--- src/rtl/fir_mac_pkg.sv ---
// Shared definitions for the FIR multiply-accumulate stage: FSM encoding,
// default geometry and the Q-format constants for the coefficient table.
package fir_mac_pkg;

  typedef enum logic [1:0] {
    S_IDLE  = 2'd0,
    S_ACC   = 2'd1,
    S_FLUSH = 2'd2,
    S_OUT   = 2'd3
  } state_e;

  localparam int M_DEF         = 4;
  localparam int ADDR_SIZE_DEF = 5;
  localparam int DATA_SIZE_DEF = 12;
  localparam int COEF_SIZE_DEF = 16;
  localparam int FRAC_BITS_DEF = 15;
  localparam int ACC_SIZE_DEF  = 32;
  localparam int OUT_SIZE_DEF  = 12;

  // +1.0 in Q1.FRAC_BITS; one bit wider than the signed write format can express.
  localparam int COEF_UNITY = 32'sd1 << FRAC_BITS_DEF;

endpackage

--- src/rtl/fir_coef_ram.sv ---
// M-entry coefficient register file: one write port, one combinational read port.
// Entries carry one extra bit so the reset value +1.0 (passthrough) is representable.
module fir_coef_ram
  import fir_mac_pkg::*;
#(
  parameter int M         = M_DEF,
  parameter int ADDR_SIZE = ADDR_SIZE_DEF,
  parameter int COEF_SIZE = COEF_SIZE_DEF,
  parameter int FRAC_BITS = FRAC_BITS_DEF
) (
  input  logic                        clk,
  input  logic                        rst,
  input  logic                        we,
  input  logic [ADDR_SIZE-1:0]        waddr,
  input  logic signed [COEF_SIZE-1:0] wdata,
  input  logic [ADDR_SIZE-1:0]        raddr,
  output logic signed [COEF_SIZE:0]   rdata
);

  localparam int IDX_W = (M > 1) ? $clog2(M) : 1;
  localparam logic [ADDR_SIZE:0] M_LIM = (ADDR_SIZE+1)'(M);
  localparam logic signed [COEF_SIZE:0] UNITY = (COEF_SIZE+1)'(1) <<< FRAC_BITS;

  logic signed [COEF_SIZE:0] mem_q [M];
  logic signed [COEF_SIZE:0] mem_d [M];
  logic                      wr_ok_s;
  logic                      rd_ok_s;

  assign wr_ok_s = we && ({1'b0, waddr} < M_LIM);
  assign rd_ok_s = ({1'b0, raddr} < M_LIM);

  // Next table contents: only the addressed in-range entry takes the write.
  always_comb begin
    for (int i = 0; i < M; i++) begin
      mem_d[i] = (wr_ok_s && (waddr[IDX_W-1:0] == IDX_W'(i))) ?
                 {wdata[COEF_SIZE-1], wdata} : mem_q[i];
    end
  end

  // Table storage, reset to a single unity tap.
  always_ff @(posedge clk or posedge rst) begin
    if (rst) begin
      for (int i = 0; i < M; i++) begin
        mem_q[i] <= (i == 0) ? UNITY : '0;
      end
    end else begin
      for (int i = 0; i < M; i++) begin
        mem_q[i] <= mem_d[i];
      end
    end
  end

  assign rdata = rd_ok_s ? mem_q[raddr[IDX_W-1:0]] : '0;

endmodule

--- src/rtl/fir_mac.sv ---
// FIR multiply-accumulate stage: multiplies the buffer's write-out stream by the
// coefficient table, accumulates a window, then rounds/saturates one output sample.
module fir_mac
  import fir_mac_pkg::*;
#(
  parameter int M         = M_DEF,
  parameter int ADDR_SIZE = ADDR_SIZE_DEF,
  parameter int DATA_SIZE = DATA_SIZE_DEF,
  parameter int COEF_SIZE = COEF_SIZE_DEF,
  parameter int FRAC_BITS = FRAC_BITS_DEF,
  parameter int ACC_SIZE  = ACC_SIZE_DEF,
  parameter int OUT_SIZE  = OUT_SIZE_DEF
) (
  input  logic                        clk,
  input  logic                        rst,
  input  logic                        owe,
  input  logic [ADDR_SIZE-1:0]        addr,
  input  logic [DATA_SIZE-1:0]        di,
  input  logic                        done,
  input  logic                        coef_we,
  input  logic [ADDR_SIZE-1:0]        coef_addr,
  input  logic signed [COEF_SIZE-1:0] coef_di,
  output logic                        coef_rdy,
  output logic [OUT_SIZE-1:0]         dout,
  output logic                        valid,
  output logic                        sat
);

  localparam int PROD_W = DATA_SIZE + COEF_SIZE + 2;
  localparam logic [ADDR_SIZE:0] M_LIM = (ADDR_SIZE+1)'(M);
  localparam logic signed [ACC_SIZE:0] HALF = (ACC_SIZE+1)'(1) <<< (FRAC_BITS-1);
  localparam logic signed [ACC_SIZE:0] OUT_MAX = (ACC_SIZE+1)'((1 << OUT_SIZE) - 1);

  state_e                     state_q, state_d;
  logic                       flush_cnt_q, flush_cnt_d;
  logic signed [PROD_W-1:0]   p_q, p_d;
  logic                       p_v_q, p_v_d;
  logic                       p_first_q, p_first_d;
  logic signed [ACC_SIZE-1:0] acc_q, acc_d;
  logic [OUT_SIZE-1:0]        dout_q, dout_d;
  logic                       valid_q, valid_d;
  logic                       sat_q, sat_d;
  logic                       coef_rdy_q, coef_rdy_d;

  logic signed [COEF_SIZE:0]  coef_rd_s;
  logic signed [DATA_SIZE:0]  sample_s;
  logic                       addr_zero_s;
  logic                       take_s;
  logic signed [ACC_SIZE-1:0] p_ext_s;
  logic signed [ACC_SIZE:0]   rnd_s;
  logic signed [ACC_SIZE:0]   r_s;

  fir_coef_ram #(
    .M         (M),
    .ADDR_SIZE (ADDR_SIZE),
    .COEF_SIZE (COEF_SIZE),
    .FRAC_BITS (FRAC_BITS)
  ) u_coef_ram (
    .clk   (clk),
    .rst   (rst),
    .we    (coef_we & coef_rdy_q),
    .waddr (coef_addr),
    .wdata (coef_di),
    .raddr (addr),
    .rdata (coef_rd_s)
  );

  // Multiply/accumulate pipe and output rounding.
  always_comb begin
    addr_zero_s = (addr == '0);
    sample_s    = {1'b0, di};
    // A window opens only with tap 0 from idle; flush/out ignore the stream.
    take_s      = owe && ({1'b0, addr} < M_LIM) &&
                  ((state_q == S_ACC) || ((state_q == S_IDLE) && addr_zero_s));
    p_d         = take_s ? (PROD_W'(sample_s) * PROD_W'(coef_rd_s)) : '0;
    p_v_d       = take_s;
    p_first_d   = take_s && addr_zero_s;
    p_ext_s     = ACC_SIZE'(p_q);
    if (p_v_q) begin
      acc_d = p_first_q ? p_ext_s : (acc_q + p_ext_s);
    end else begin
      acc_d = acc_q;
    end
    rnd_s = {acc_q[ACC_SIZE-1], acc_q} + HALF;
    r_s   = rnd_s >>> FRAC_BITS;
  end

  // Window sequencing and output register next-state.
  always_comb begin
    state_d     = state_q;
    flush_cnt_d = flush_cnt_q;
    dout_d      = dout_q;
    valid_d     = 1'b0;
    sat_d       = 1'b0;
    case (state_q)
      S_IDLE: begin
        if (owe && addr_zero_s) begin
          state_d = S_ACC;
        end else begin
          state_d = S_IDLE;
        end
      end
      S_ACC: begin
        if (done) begin
          state_d     = S_FLUSH;
          flush_cnt_d = 1'b0;
        end else begin
          state_d = S_ACC;
        end
      end
      S_FLUSH: begin
        if (flush_cnt_q) begin
          state_d = S_OUT;
        end else begin
          state_d     = S_FLUSH;
          flush_cnt_d = 1'b1;
        end
      end
      S_OUT: begin
        state_d = S_IDLE;
        valid_d = 1'b1;
        if (r_s[ACC_SIZE]) begin
          dout_d = '0;
          sat_d  = 1'b1;
        end else if (r_s > OUT_MAX) begin
          dout_d = '1;
          sat_d  = 1'b1;
        end else begin
          dout_d = r_s[OUT_SIZE-1:0];
          sat_d  = 1'b0;
        end
      end
      default: begin
        state_d = S_IDLE;
      end
    endcase
    coef_rdy_d = (state_d == S_IDLE);
  end

  // All state and output registers.
  always_ff @(posedge clk or posedge rst) begin
    if (rst) begin
      state_q     <= S_IDLE;
      flush_cnt_q <= 1'b0;
      p_q         <= '0;
      p_v_q       <= 1'b0;
      p_first_q   <= 1'b0;
      acc_q       <= '0;
      dout_q      <= '0;
      valid_q     <= 1'b0;
      sat_q       <= 1'b0;
      coef_rdy_q  <= 1'b1;
    end else begin
      state_q     <= state_d;
      flush_cnt_q <= flush_cnt_d;
      p_q         <= p_d;
      p_v_q       <= p_v_d;
      p_first_q   <= p_first_d;
      acc_q       <= acc_d;
      dout_q      <= dout_d;
      valid_q     <= valid_d;
      sat_q       <= sat_d;
      coef_rdy_q  <= coef_rdy_d;
    end
  end

  assign coef_rdy = coef_rdy_q;
  assign dout     = dout_q;
  assign valid    = valid_q;
  assign sat      = sat_q;

endmodule

--- config.mk ---
export PLATFORM = sky130hd
export DESIGN_NAME = fir_mac
export DESIGN_NICKNAME = d
export VERILOG_FILES = /design/src/rtl/fir_mac_pkg.sv /design/src/rtl/fir_coef_ram.sv /design/src/rtl/fir_mac.sv
export SDC_FILE = /design/constraint.sdc
export NUM_CORES = 1
export LEC_CHECK = 0
export ABC_AREA = 1
export CORE_ASPECT_RATIO = 1.25
export CORE_MARGIN = 2
export CORE_UTILIZATION = 58
export DETAILED_ROUTE_END_ITERATION = 6
export GPL_TIMING_DRIVEN = 1
export PLACE_DENSITY = 0.76
export SETUP_SLACK_MARGIN = 0.5
export SKIP_LAST_GASP = 1
export SYNTH_ARGS = -nofsm -noshare
export SYNTH_HDL_FRONTEND = slang
export SYNTH_HIERARCHICAL = 1
export SYNTH_SLANG_ARGS = --single-unit
--- constraint.sdc ---
create_clock -name clk -period 14.5 [get_ports clk]
set_clock_uncertainty 0.15 [all_clocks]
set_input_delay 1.45 -clock clk [delete_from_list [all_inputs] [get_ports clk]]
set_output_delay 1.45 -clock clk [all_outputs]
set_load 0.03 [all_outputs]
# Yosys cells after proc, flatten, opt, wreduce, memory -nomap -nowiden
# Cells that the tools add are included.
# op_classes
add_sub_neg	2
n_reduce_logical	17
eq_ne	7
bitwise	2
n_mul	1
order_cmp	4
n_mux	18
# op_table
operator	count
2-to-1 mux 17 bit	3
binary-select mux 17 bit (select 2 bit)	1
adder 32 x 16 -> 33 bit (second input constant)	1
adder 32 x 30 -> 32 bit	1
2-to-1 mux 32 bit	1
multiplier 13 x 17 -> 30 bit	1
2-to-1 mux 30 bit	1
2-to-1 mux 12 bit	2
> comparator 18 x 13 -> 1 bit (second input constant)	1
logical AND 1 bit	10
< comparator 5 x 3 -> 1 bit (second input constant)	2
== test 2 bit (second input constant)	4
one-hot mux 2 bit (4 select lines)	1
2-to-1 mux 1 bit	7
logical NOT 2 bit	3
logical NOT 5 bit	1
== test 2 x 1 -> 1 bit (second input constant)	2
>= comparator 3 bit (second input constant)	1
NOT 2 -> 3 bit	1
2-to-1 mux 2 bit	1
inequality test 2 bit (second input constant)	1
one-hot mux 1 bit (2 select lines)	1
AND reduction 2 bit	1
nonzero test 2 bit	1
other kinds (2)	2
# word_totals
output_inout_bits	15
reg_bits	147

# Logic depth before layout (Yosys ltp)
# depth
word_depth	7
mapped_depth	30

# Hierarchy
# The synthesis kept the hierarchy.
# modules_own_cells
module	cells_each	area_per_inst_um2	seq_area_each_um2	instances
fir_mac	1944	13775.7	2053.2	1
fir_coef_ram	484	3514.6	1627.8	1

# Worst setup path after synthesis
# No wires, ideal clock.
# synth_timing
kind	input to register
startpoint	input port addr[0]
endpoint	register p_q[27]
required_time_ns	14.233
cell_stages	25
path_slack_ns	7.566
t_arrival_ns	6.667
setup_ns	0.117
path_cell_list	buf_2 -> or2_2 -> a21oi_1 -> nor2_1 -> clkbuf_1 -> nand2_1 -> inv_1 -> fa_1 -> inv_1 -> fa_1 -> inv_1 -> fa_1 -> fa_1 -> inv_1 -> fa_1 -> inv_1 -> ha_1 -> nand2_1 -> nor2_1 -> nand4_1 -> or2_1 -> nand3_1 -> nand2_1 -> nand2_1 -> nor2_1
# synth_between
elab_chain_len	7
elab_cells_between_ends	13
# synth_rtl
item	line_no	text
from (decl)	fir_mac.sv:17	input logic [ADDR_SIZE-1:0] addr,
NOT 2 -> 3 bit (implied by the code)	fir_coef_ram.sv:53	assign rdata = rd_ok_s ? mem_q[raddr[IDX_W-1:0]] : '0;
binary-select mux 17 bit (select 2 bit)	fir_coef_ram.sv:53	
2-to-1 mux 17 bit (implied by the code) (2 in series)	fir_coef_ram.sv:53	
2-to-1 mux 17 bit (*)	fir_coef_ram.sv:53	
via coef_rd_s[16]	fir_mac.sv:45	logic signed [COEF_SIZE:0] coef_rd_s;
multiplier 13 x 17 -> 30 bit (*)	fir_mac.sv:75	p_d = take_s ? (PROD_W'(sample_s) * PROD_W'(coef_rd_s)) : '0;
2-to-1 mux 30 bit (*)	fir_mac.sv:75	
via p_d[27]	fir_mac.sv:36	logic signed [PROD_W-1:0] p_q, p_d;
to (signal assigned)	fir_mac.sv:156	p_q <= p_d;
to (decl)	fir_mac.sv:36	
# Mark *: on every way through the listed nets, which the timed path passes. The rest lies on a longest branch. The select of a mux whose other input is x is not followed.
# A chain may end at the register's enable or synchronous reset.

# Worst setup path after layout
# layout_timing
startpoint	input port addr[0]
endpoint	register p_q[29]
# The elaborated chain is that of the path after synthesis.

==> results.md <==
* Outcome: finished clean
* Share of power burned in combinational logic at 0.320
* CP max-delay cell: sky130_fd_sc_hd__nor2_1
* Tmin final at approximately 8700 ps
* Endpoint of the worst hold-timing path: u_coef_ram/mem_q[66]
* Share of flip-flops with an asynchronous set or reset after synthesis at 1.00
* Width of the chip at 158 um
* Wire length of the first global-routing pass at between 70000 and 80000 um
* Cell types with the largest area share after synthesis: sky130_fd_sc_hd__fa_1 22%, sky130_fd_sc_hd__dfrtp_1 21%, sky130_fd_sc_hd__nand2_1 16%, sky130_fd_sc_hd__inv_1 12%, sky130_fd_sc_hd__ha_1 7.3%
* Number of antenna-violating nets in the routed design at 0
* Seq/Total Area, Yosys at 0.213
* Critical Path Start Type: input port
* Min-delay src: u_coef_ram/mem_q[66]
* Number of design rule violations left after detail routing at 0
* Crit Path Class: in -> reg
* Number of enable flip-flop cells after synthesis at 0
* Synthesized cell area at about 17000 um2
* Delay of the slowest cell on the worst path at 900 ps
* Input/output buffers at 57
* Element type at the critical path end: flop
* Share of post-route cells with drive strength above 1 at 0.0433
* Number of setup buffers added after CTS at 0
* Worst supply voltage drop on vdd at around 61 uV
* Largest net degree at the start of global routing at between 60 and 70
* Clock tree from TritonCTS: yes
* Flip-flop and latch count after synthesis at around 150
* Vias in the first global route at around 15000
* Post-CTS Resized at 0
* Synthesized area per cell at a little over 7 um2
* Count of cell types in the netlist at 48
* Overall die area at between 30000 and 40000 um2
* Post-detailed-placement half-perimeter wirelength at 32400 um
* Net switching power figure at around 0.53 mW
* Initial standard-cell utilization of the core at 0.589
* Net count, final at 2770
* Syn Nets at roughly 2800
* H-Tree Level Count at 4
* Post-synthesis instance total at roughly 2400
* Number of fill cells at around 2600
* Root Buffer: sky130_fd_sc_hd__clkbuf_16
* Count of cells along the worst register-to-register path at 23
* Antenna fix cells at 0
* Worst slew slack as a fraction of its limit at 0.235
* Antenna violations before repair at 0
* Clock Pin Slew Worst Setup and Hold Paths at roughly 60 ps
* Wire length after detailed routing at 41400 um
* Data required time at the worst endpoint at 14680 ps
* Highest attainable clock frequency at ~0.11 GHz
* RSZ-0062 raised after global routing: false
* Routed wirelength normalized by instance count at 14.6 um
* Period utilization at 0.600
* Top_reg_cell synth: sky130_fd_sc_hd__dfrtp_1
* Dominant cell type by area after synthesis: sky130_fd_sc_hd__fa_1
* TritonCTS buffer count at 17
* Class of the worst hold path: reg -> reg
* Crit path buf inv count at 8
* Detailed-routing iteration count for the pre-antenna-repair pass at 6
* Number of top-level pins at slightly below 60
* Yosys warning total at 6
* Setup violators final at 0
* Critical Path Fanout Max at 36
* Area Growth Syn to Fin at 7.61%
* Worst-case register-to-register setup slack at about 8000 ps
* Max-cap violation count at 0
* Clock network fraction of total power at 0.308
* Pins Over Slew Limit at 0
* End of the worst register-to-register path: p_q[29]
* Beginning of the worst register-to-register path: u_coef_ram/mem_q[32]
* Y dimension of the die at around 200 um
* WHS Path Cells at 2
* Leading cell types in the layout, fill and taps excluded: 753 x sky130_fd_sc_hd__nand2_1, 538 x sky130_fd_sc_hd__inv_1, 189 x sky130_fd_sc_hd__fa_1, 153 x sky130_fd_sc_hd__nand3_1, 150 x sky130_fd_sc_hd__nor2_1
* Leakage dissipation at about 11 nW
* Global route overflow at 0
* Routability congestion estimate at 0.987
* Internal power of the cells at between 0.9 and 1 mW
* Most used cell, CP: sky130_fd_sc_hd__inv_1
* Cell row count at 70
* Family with the most delay on the worst path: adder cells
* Number of hold violations in the final report at 0
* Aggregate negative setup slack at 0 ps
* Core Area at about 30000 um2
* Vias after detailed routing at 14800
* Number of buffers inserted for hold repair after clock tree synthesis at 0
* Switching share of total power at 0.371
* Insertion delay of the later-clocked pin in the worst-skew pair at 450 ps
* Combined global-route utilization of all metal layers at 0.286
* Hold slack at about 310 ps
* Post-synth top area share at 0.219
* Worst-case clock buffer depth at 2
* Number of sinks handled by clock tree synthesis at approximately 150
* Measured slew at the worst slew-check pin at between 1000 and 1500 ps
* Sequential share of power at 0.372
* Power density of the placed cells at between 70 and 80 nW/um2
* Mean number of vias per cell at 5.20
* Crit path arrival time at about 8900 ps
* Iteration-0 DRC Markers at 890
* Most common library cell in the layout ignoring fill and taps: sky130_fd_sc_hd__nand2_1
-- registers in the layout, summed over array words and instances, names as in the netlist --
name / count
coef_rdy: 1
acc_q: 32
dout: 12
valid: 1
p_v_q: 1
p_first_q: 1
sat: 1
p_q: 30
u_coef_ram/mem_q: 65
flush_cnt_q: 1
state_q: 2
-- area by class of cell --
| class | count | area (um2) | area share |
|---|---|---|---|
| well taps | 396 | 495 | 0.0266 |
| multi-input cells | 1635 | 11000 | 0.592 |
| clock inverters | 15 | 165 | 0.00888 |
| inverters | 561 | 2110 | 0.113 |
| repair buffers | 75 | 706 | 0.0379 |
| flip-flops and latches | 147 | 3680 | 0.198 |
| clock buffers | 17 | 425 | 0.0229 |
-- how the worst max path moves through the flow --
stage	endpoint	slack, ps	cells past startpoint	startpoint
2_1_floorplan	p_q[27]	7570	25	addr[0]
3_3_place_gp	p_q[29]	5710	26	addr[0]
3_5_place_dp	p_q[29]	5480	26	addr[0]
4_1_cts	p_q[29]	5940	26	addr[0]
5_1_grt	p_q[29]	5430	26	addr[0]
6_report	p_q[29]	5800	26	addr[0]
-- power by group through the flow --
stage	clock network [mW]	logic [mW]	registers, mW
2_1_floorplan	0	0.315	0.563
3_3_place_gp	0	0.447	0.536
3_5_place_dp	0	0.461	0.539
4_1_cts	0.449	0.463	0.533
5_1_grt	0.469	0.529	0.544
6_report	0.442	0.460	0.534
-- worst min-delay path, delay by kind of cell, from the launching register on --
| family | cells | cell delay [ps] |
|---|---|---|
| AND/OR/NAND/NOR | 2 | 90 |
| flip-flops | 1 | 370 |
-- synth_stat cells, types with 2 or more instances --
cell type,n
sky130_fd_sc_hd__a21o_1,5
sky130_fd_sc_hd__a21oi_1,98
sky130_fd_sc_hd__and2_1,3
sky130_fd_sc_hd__buf_2,8
sky130_fd_sc_hd__buf_4,4
sky130_fd_sc_hd__buf_6,14
sky130_fd_sc_hd__clkbuf_1,57
sky130_fd_sc_hd__clkinv_1,3
sky130_fd_sc_hd__dfrtp_1,145
sky130_fd_sc_hd__dfstp_2,2
sky130_fd_sc_hd__fa_1,189
sky130_fd_sc_hd__ha_1,101
sky130_fd_sc_hd__inv_1,540
sky130_fd_sc_hd__inv_2,16
sky130_fd_sc_hd__nand2_1,753
sky130_fd_sc_hd__nand2_2,15
sky130_fd_sc_hd__nand2_4,3
sky130_fd_sc_hd__nand3_1,153
sky130_fd_sc_hd__nand3_2,4
sky130_fd_sc_hd__nand3b_1,3
sky130_fd_sc_hd__nand4_1,14
sky130_fd_sc_hd__nor2_1,150
sky130_fd_sc_hd__nor2_2,2
sky130_fd_sc_hd__nor2_4,5
sky130_fd_sc_hd__nor3_1,5
sky130_fd_sc_hd__nor3b_1,2
sky130_fd_sc_hd__nor4_1,4
sky130_fd_sc_hd__o211ai_1,6
sky130_fd_sc_hd__o21ai_0,30
sky130_fd_sc_hd__o21ai_1,29
sky130_fd_sc_hd__o21bai_1,14
sky130_fd_sc_hd__or2_2,2
sky130_fd_sc_hd__xnor2_1,13
sky130_fd_sc_hd__xor2_1,22
-- cell families after synthesis --
kind of cell | after synthesis | share of synthesized area
buffers and inverters | 646 | 0.150
flip-flops | 147 | 0.213
adder cells (fa/ha/maj) | 290 | 0.292
XOR/XNOR | 35 | 0.0177
AND/OR/NAND/NOR | 1122 | 0.269
AO/OA/AOI/OAI | 188 | 0.0590
-- layer usage --
layer / GRT usage / vias up / part of all wire
li1: - / 7220 / -
met1: 0.360 / 7055 / 0.42
met2: 0.497 / 421 / 0.50
met3: 0.0355 / 102 / 0.049
met4: 0.113 / 0 / 0.037
met5: 0 / - / 0
-- stage by stage --
stage | instances | cell area [um2] | total power, mW | util | setup WS [ps]
5_1_grt | 2846 | 18600 | 1.54 | 0.634 | 5430
6_report | 2846 | 18600 | 1.44 | 0.634 | 5800
3_3_place_gp | 2814 | 18000 | 0.984 | 0.614 | 5710
4_1_cts | 2846 | 18600 | 1.44 | 0.634 | 5940
2_1_floorplan | 2428 | 17300 | 0.878 | - | 7570
3_5_place_dp | 2814 | 18000 | 1.00 | 0.614 | 5480
Note: power is estimated with default switching activity, not from simulation.
